$ cat config.mk
export PLATFORM = sky130hd
export DESIGN_NAME = inv_key_schedule
export DESIGN_NICKNAME = d
export VERILOG_FILES = /design/src/rtl/inv_key_schedule.sv
export SDC_FILE = /design/constraint.sdc
export NUM_CORES = 2
export LEC_CHECK = 0
export ABC_AREA = 1
export CAP_MARGIN = 10
export CORE_MARGIN = 5
export CORE_UTILIZATION = 30
export CTS_CLUSTER_SIZE = 20
export DETAILED_ROUTE_END_ITERATION = 16
export PLACE_DENSITY = 0.48
export SYNTH_ARGS = -nofsm -noshare
export SYNTH_HDL_FRONTEND = slang
export SYNTH_SLANG_ARGS = --single-unit
$ cat constraint.sdc
create_clock -name clk -period 21.3 [get_ports clk]
set_input_delay 4.26 -clock clk [delete_from_list [all_inputs] [get_ports clk]]
set_output_delay 4.26 -clock clk [all_outputs]
set_load 0.02 [all_outputs]
$ cat src/rtl/inv_key_schedule.sv
// AES-128 key expansion holding all 11 round keys for inverse-cipher readout.
// Latency: 10 cycles from key_load to key_ready; subkey lags round_idx by 1 cycle.
// No backpressure: key_load restarts expansion at any time; reads are free-running.
module inv_key_schedule (
    input  logic         clk,
    input  logic         rst,
    input  logic [127:0] key_in,
    input  logic         key_load,
    input  logic [3:0]   round_idx,
    output logic [127:0] subkey,
    output logic         key_ready
);

    typedef enum logic [1:0] {
        ST_IDLE,
        ST_EXPAND,
        ST_READY
    } state_t;

    // Forward S-box, byte 0 in the top bits.
    localparam logic [2047:0] SBOX_TBL = {
        128'h637c777bf26b6fc53001672bfed7ab76,
        128'hca82c97dfa5947f0add4a2af9ca472c0,
        128'hb7fd9326363ff7cc34a5e5f171d83115,
        128'h04c723c31896059a071280e2eb27b275,
        128'h09832c1a1b6e5aa0523bd6b329e32f84,
        128'h53d100ed20fcb15b6acbbe394a4c58cf,
        128'hd0efaafb434d338545f9027f503c9fa8,
        128'h51a3408f929d38f5bcb6da2110fff3d2,
        128'hcd0c13ec5f974417c4a77e3d645d1973,
        128'h60814fdc222a908846eeb814de5e0bdb,
        128'he0323a0a4906245cc2d3ac629195e479,
        128'he7c8376d8dd54ea96c56f4ea657aae08,
        128'hba78252e1ca6b4c6e8dd741f4bbd8b8a,
        128'h703eb5664803f60e613557b986c11d9e,
        128'he1f8981169d98e949b1e87e9ce5528df,
        128'h8ca1890dbfe6426841992d0fb054bb16
    };

    function automatic logic [7:0] sbox(input logic [7:0] b);
        return SBOX_TBL[(255 - int'(b)) * 8 +: 8];
    endfunction

    function automatic logic [7:0] rcon(input logic [3:0] n);
        logic [7:0] r;
        case (n)
            4'd1:    r = 8'h01;
            4'd2:    r = 8'h02;
            4'd3:    r = 8'h04;
            4'd4:    r = 8'h08;
            4'd5:    r = 8'h10;
            4'd6:    r = 8'h20;
            4'd7:    r = 8'h40;
            4'd8:    r = 8'h80;
            4'd9:    r = 8'h1b;
            4'd10:   r = 8'h36;
            default: r = 8'h00;
        endcase
        return r;
    endfunction

    function automatic logic [127:0] next_round_key(input logic [127:0] prev,
                                                    input logic [7:0]   rc);
        logic [31:0] w0, w1, w2, w3, rot, sub, n0, n1, n2, n3;
        w0  = prev[127:96];
        w1  = prev[95:64];
        w2  = prev[63:32];
        w3  = prev[31:0];
        rot = {w3[23:0], w3[31:24]};
        sub = {sbox(rot[31:24]), sbox(rot[23:16]), sbox(rot[15:8]), sbox(rot[7:0])};
        n0  = w0 ^ sub ^ {rc, 24'h000000};
        n1  = w1 ^ n0;
        n2  = w2 ^ n1;
        n3  = w3 ^ n2;
        return {n0, n1, n2, n3};
    endfunction

    state_t         state_q, state_d;
    logic [3:0]     cnt_q, cnt_d;
    logic [127:0]   subkey_q, subkey_d;
    logic           key_ready_q, key_ready_d;
    logic [127:0]   rk_q [0:10];
    logic [127:0]   rk_d [0:10];
    logic [127:0]   prev_rk;
    logic [127:0]   next_rk;
    logic [127:0]   rd_rk;

    always_comb begin
        prev_rk = '0;
        if (cnt_q >= 4'd1 && cnt_q <= 4'd10) begin
            prev_rk = rk_q[cnt_q - 4'd1];
        end
        next_rk = next_round_key(prev_rk, rcon(cnt_q));
    end

    always_comb begin
        rd_rk = '0;
        if (round_idx <= 4'd10) begin
            rd_rk = rk_q[round_idx];
        end
    end

    always_comb begin
        state_d     = state_q;
        cnt_d       = cnt_q;
        subkey_d    = '0;
        key_ready_d = 1'b0;
        rk_d        = rk_q;
        if (key_load) begin
            rk_d[0] = key_in;
            cnt_d   = 4'd1;
            state_d = ST_EXPAND;
        end else begin
            case (state_q)
                ST_EXPAND: begin
                    if (cnt_q >= 4'd1 && cnt_q <= 4'd10) begin
                        rk_d[cnt_q] = next_rk;
                    end
                    if (cnt_q >= 4'd10) begin
                        state_d     = ST_READY;
                        key_ready_d = 1'b1;
                    end else begin
                        cnt_d = cnt_q + 4'd1;
                    end
                end
                ST_READY: begin
                    key_ready_d = 1'b1;
                    subkey_d    = rd_rk;
                end
                default: begin
                    state_d = ST_IDLE;
                end
            endcase
        end
    end

    always_ff @(posedge clk) begin
        if (rst) begin
            state_q     <= ST_IDLE;
            cnt_q       <= 4'd0;
            subkey_q    <= '0;
            key_ready_q <= 1'b0;
        end else begin
            state_q     <= state_d;
            cnt_q       <= cnt_d;
            subkey_q    <= subkey_d;
            key_ready_q <= key_ready_d;
        end
    end

    // Key storage is never exposed outside READY, so it carries no reset.
    always_ff @(posedge clk) begin
        rk_q <= rk_d;
    end

    assign subkey    = subkey_q;
    assign key_ready = key_ready_q;

endmodule

# [After elaboration in Yosys (flattened, before gate mapping)]
# Memories as Yosys holds them, arrays and structs flattened.
# Index checks and enable logic that the tools add are counted.
[op_classes] reduce_logical=12 shifts=4 bitwise=12 n_eq_ne=6 muxes=21 multipliers=0 addsub=6 magnitude_cmp=8 div=0
[ops] op="2048-bit by 12-bit variable part select with 8-bit output (first input constant)" count=4
[ops] op="1408-bit 2-to-1 mux" count=2
[ops] op="1408-bit bitwise mux" count=1
[ops] op="128-bit binary-select mux with 4-bit select" count=2
[ops] op="128-bit 2-to-1 mux" count=7
[ops] op="128-bit demux with 4-bit select" count=1
[ops] op="32-bit XOR" count=5
[ops] op="8-bit by 8-bit subtractor with 9-bit output (first input constant)" count=4
[ops] op="5-bit >= comparator (second input constant)" count=3
[ops] op="4-bit NOT with 5-bit output" count=3
[ops] op="2-bit AND reduction" count=5
[ops] op="4-bit <= comparator (second input constant)" count=2
[ops] op="2-bit != test (second input constant)" count=3
[ops] op="5-bit by 1-bit < comparator with 1-bit output (second input constant)" count=1
[ops] op="1-bit 2-to-1 mux" count=5
[ops] op="4-bit by 1-bit adder with 4-bit output (second input constant)" count=1
[ops] op="4-bit by 1-bit >= comparator with 1-bit output (second input constant)" count=1
[ops] op="4-bit >= comparator (second input constant)" count=1
[ops] op="1-bit NOT" count=4
[ops] op="2-bit one-hot mux with 2 select lines" count=1
[ops] op="2-bit nonzero test" count=2
[ops] op="4-bit OR reduction" count=1
[ops] op="4-bit by 1-bit subtractor with 4-bit output (second input constant)" count=1
[ops] op="3-bit != test (second input constant)" count=1
[ops] op="7 further kinds" count=8
[word_totals] ff_bits=1543 rom_bits=128 n_memories=1 ram_bits=0 latch_bits=0 elab_cells=87 out_inout_bits=129 inputBits=135
[mem_list] memory="(name not given)" words=16 width=8 read_ports=1 rd_clocked_by_memory_dff=0 wr=0 line="46" source="case (n)"

# [Longest topological paths before layout]
[depth] depth_word=17 ltp_mapped=44 mapped_depth_nobuf=31

# [Worst setup path before layout]
# Ideal clock, no wire load.
[synth_timing] path_type="input-to-reg" startpoint="input key_load" endpoint="register rk_q[1000] (netlist name) (enable)" arrival_time_ns=13.231 stages=4 path_slack_ns=7.296 required_ns=20.527 path_cell_list="nor2_1 -> inv_1 -> clkbuf_1 -> nor3_1"
[synth_between] elab_chain_len=2
[synth_lines] item="start, declared" line="8" source="input logic key_load,"
[synth_lines] item="1-bit NOT (no source line)"
[synth_lines] item="3-bit AND reduction (no source line)"
[synth_lines] item="end signal, assigned" line="153" source="rk_q <= rk_d;"
[synth_lines] item="end, declared" line="82" source="logic [127:0] rk_q [0:10];"
# Every way passes these cells.
# A chain may end at the register's enable or synchronous reset.

# [Worst setup path in the final report]
[layout_timing] startpoint="register cnt_q[0]" endpoint="register rk_q[403] (netlist name) (data pin)"
[layout_between] elab_chain_len=14 elab_cells_between_ends=23 cone_classes="2 x add/sub; 4 x order compare; 1 x shift; 7 x mux; 7 x bitwise; 2 x reduce/logical"
[layout_lines] item="start, declared" line="79" source="logic [3:0] cnt_q, cnt_d;"
[layout_lines] item="start signal, assigned" line="145" source="cnt_q <= cnt_d;"
[layout_lines] item="4-bit by 1-bit subtractor with 4-bit output" line="91" source="prev_rk = rk_q[cnt_q - 4'd1];"
[layout_lines] item="4-bit NOT with 5-bit output (implied by the code)" line="91"
[layout_lines] item="128-bit binary-select mux with 4-bit select" line="91"
[layout_lines] item="128-bit 2-to-1 mux (implied by the code) (2 in a row)" line="91"
[layout_lines] item="128-bit 2-to-1 mux (*)" line="90" source="if (cnt_q >= 4'd1 && cnt_q <= 4'd10) begin"
[layout_lines] item="8-bit by 8-bit subtractor with 9-bit output" line="41" source="return SBOX_TBL[(255 - int'(b)) * 8 +: 8];"
[layout_lines] item="2048-bit by 12-bit variable part select with 8-bit output" line="41"
[layout_lines] item="32-bit XOR (*) (2 in a row)" line="71" source="n0 = w0 ^ sub ^ {rc, 24'h000000};"
[layout_lines] item="net next_rk[115]" line="85" source="logic [127:0] next_rk;"
[layout_lines] item="32-bit XOR (*)" line="72" source="n1 = w1 ^ n0;"
[layout_lines] item="net next_rk[83]" line="85"
[layout_lines] item="32-bit XOR (*)" line="73" source="n2 = w2 ^ n1;"
[layout_lines] item="32-bit XOR (*)" line="74" source="n3 = w3 ^ n2;"
[layout_lines] item="net next_rk[19]" line="85"
[layout_lines] item="1408-bit bitwise mux (*)" line="117" source="rk_d[cnt_q] = next_rk;"
# Mark *: on every way through the listed nets, which the timed path passes. The rest lies on a longest branch. The select of a mux whose other input is x is not followed.

==> flow_summary.ini <==
[grt]
grt_pass1_vias = 80000
grt-ovfl-total = 0
grt_pass1_wl_um = 639000
track_usage_pct = 29.3
grt_max_degree = 198
antenna_found_initial = 23

[timing]
rsz0062_at_grt = false
fin_crit_sh_pct = 41.5
tns_ns = 0
final.min_clock_period_ns = 8.84
hold_violations = 0
tightestPinTransition_ns = 1.34
fin_ws_ns = 12.46
slew_headroom_pct = 10.1
maxSlewViolCount = 0
skew_ns = 0.109
timing.fmax_mhz = 113
setup_viol = 0

[clock_tree]
numCtsBuffers = 189
postCtsHoldBufs = 0
post_cts_resized = 0
clock_sinks = 1543
clkLatencyLatePin_ns = 0.91
tritoncts = built
clk_pin_slew_worst_paths_ns = 0.06
cts_max_path_buffers = 4
cts_root_buf = clkbuf_16
postCtsSetupRepairBufs = 0
htree_levels = 4

[critical_path]
r2r-end = rk_q[403]
reg2reg_slack_ns = 12.46
crit_type = reg2reg
cp_slowest_cell = nand4_1
critPathMaxFanout = 51
worst_ep_required_time_ns = 21.87
cpPeakStageDelay_ns = 0.94
startpoint = cnt_q[0]
crit_family = simple AND/OR/NAND/NOR gates
reg2reg_depth = 25
path_buf_inv = 4
cp.depth = 25
crit_arrival_ns = 9.41
cpMostUsedCell = nand2_1
worstSetupStartpointType = flip-flop
endpoint_kind = flip-flop
worst_r2r_startpoint = cnt_q[0]
cp-endpoint = rk_q[403]

[floorplanning]
dieWidth_um = 550
rows = 198
dieHeight_um = 550
floorplan.initialDensity_pct = 30.1
die_area_um2 = 303000
coreArea_um2 = 291000
pin_count = 264

[routing]
wl_per_cell_um = 32.3
drc = 0
viasPerCell = 5.90
drtIter0Drc = 12200
drt_pre_antenna_iters = 10
vias = 84700
wl_um = 464000
ant_nets = 0

[power]
cellLeakagePower_nw = 37.6
ir_drop_mv = 0.0569
p_clk_share_pct = 30.2
p_int_mw = 6.26
pwr-share-comb_pct = 33.1
power_density_nw_per_um2 = 105
seqPwrFrac_pct = 36.7
netSwitchingPower_mw = 4.16
sw_frac_of_total_pct = 39.9

[place]
dpl.cell_count = 14000
place_ws_ns = 12.61
hpwl_um = 291000
gp_congestion = 1.04
portBuffers = 263

[status]
outcome = finished clean

[finish]
area_growth_pct = 13.3
drive_gt1_share_pct = 5.89
ff_latch_area_um2 = 45000
layout.nets = 10500
instances_no_fill = 14400
multi_input_area_um2 = 36000
num-fill-cells = 30100
final_core_util_pct = 34.1

[synth]
synth_enable_flop_cells = 1408
ys_seq_area_share_pct = 51.3
postSynthAreaPerCell_um2 = 8.40
synthFlopType = edfxtp_1
synth_nets = 10600
synthCells = 10400
syn_area_um2 = 87600
async_reset_ff_share_pct = 0
ys_ff_latch = 1543
yosysWarnings = 0
synth_cell_type_count = 55

[run]
cap_violations = 0

[hold_path]
hold_path.class = reg2reg
## cell usage after synthesis, types with 41 or more instances
master	count	area, um^2
nand3_1	1432	7170
nand4_1	42	263
buf_4	75	563
a22o_1	54	473
nor2_1	453	1700
o21ai_0	1151	5760
o2111ai_1	61	534
o211ai_1	181	1360
nand2_1	2377	8920
a21oi_1	933	4670
buf_1	79	297
a221oi_1	199	1740
inv_1	813	3050
clkbuf_1	356	1340
edfxtp_1	1408	42300
nand2_2	41	257
a22oi_1	54	405
ha_1	53	663
dfxtp_1	135	2700
buf_2	260	1300
## worst min-delay path by stage
stage | depth (start not counted) | from | to
after global placement | 2 | state_q[1] | state_q[1]
after detailed placement | 2 | state_q[1] | state_q[1]
final | 2 | state_q[1] | state_q[1]
after global routing | 2 | state_q[0] | state_q[0]
after floorplan | 2 | state_q[0] | state_q[0]
after CTS | 2 | state_q[1] | state_q[1]
## power groups by stage
stage | Clock (mW) | Combinational [mW] | Sequential, mW
floorplan | 0 | 1.80 | 3.87
global placement | 0 | 3.36 | 3.88
detailed placement | 0 | 3.34 | 3.88
CTS | 3.19 | 3.35 | 3.82
global route | 3.32 | 3.61 | 3.82
finish | 3.15 | 3.46 | 3.82
## worst reg2reg max path, cell delays in order (launching register included)
cell and delay, ns:
dfxtp_4 0.36, inv_8 0.25, ha_1 0.26, inv_1 0.10, nor2_2 0.23, o21ai_4 0.11, inv_6 0.57, buf_4 0.83
nand2_1 0.14, nor2_1 0.89, ha_1 0.34, nand4_1 0.94, nand3_1 0.39, nand3_1 0.11, nand3_1 0.23, nand3_1 0.13
nand2_1 0.13, nand2_1 0.11, nand2_1 0.12, nand2_1 0.10, nand2_1 0.39, nand2_1 0.17, nand2_1 0.69, nand2_1 0.17
nand3_1 0.32, and2_1 0.43
## registers in the layout (all words and copies together) (netlist names)
name	count
state_q	2
key_ready	1
rk_q	1408
subkey	128
cnt_q	4
## layout make-up
class	count	share of cell area, %
Antenna cell	16	0.0403
Clock buffer	272	5.29
Clock inverter	69	0.615
Inverter	836	3.23
Multi-Input combinational cell	7268	36.3
Sequential cell	1543	45.3
Tap cell	3900	4.91
Timing Repair Buffer	454	4.35
## metal layers
metal,wire (um),up-vias,GRT usage [%]
met5,30,-,0
met4,27800,4,15.0
met3,46100,931,5.67
met2,200000,5329,44.4
met1,190000,41900,39.9
li1,-,36500,-
## placed cells by master, fill, tap and decap left out, drive strengths merged, types with 6 or more instances in the layout
cell	instances
a22oi	54
nand2	2421
nand3b	24
clkinv	55
inv	840
bufinv	8
clkbuf	273
a221oi	199
nand4	49
nor3	38
dfxtp	135
o2111ai	61
buf	195
a31oi	9
edfxtp	1408
and2	31
diode	16
o21ai	1174
a21oi	935
nor2	473
o22ai	6
nand3	1453
a221o	23
xor2	6
clkdlybuf4s50	258
o211ai	181
ha	53
a22o	54
## through the flow
stage / hold slack [ns] / power (mW) / cell area (um^2)
6_report: 0.488 / 10.4 / 99300
5_1_grt: 0.508 / 10.7 / 99300
4_1_cts: 0.489 / 10.4 / 99300
3_5_place_dp: 0.480 / 7.23 / 93400
3_3_place_gp: 0.474 / 7.24 / 93400
2_1_floorplan: 0.450 / 5.67 / 87600
## cells by family (layout without fill, tap and decap cells)
| kind of cell | count (synthesis) | in the layout | synth area share, % |
|---|---|---|---|
| AOI/OAI and AO/OA | 2715 | 2715 | 17.8 |
| xor gates and xnor gates | 6 | 6 | 0.0600 |
| buffers and inverters | 1627 | 1631 | 7.87 |
| and+or+nand+nor | 4494 | 4494 | 22.2 |
| DFF | 1543 | 1543 | 51.3 |
| other | 0 | 16 | 0 |
| adders and majority gates | 53 | 53 | 0.757 |
Note: power is estimated with default switching activity, not from simulation.
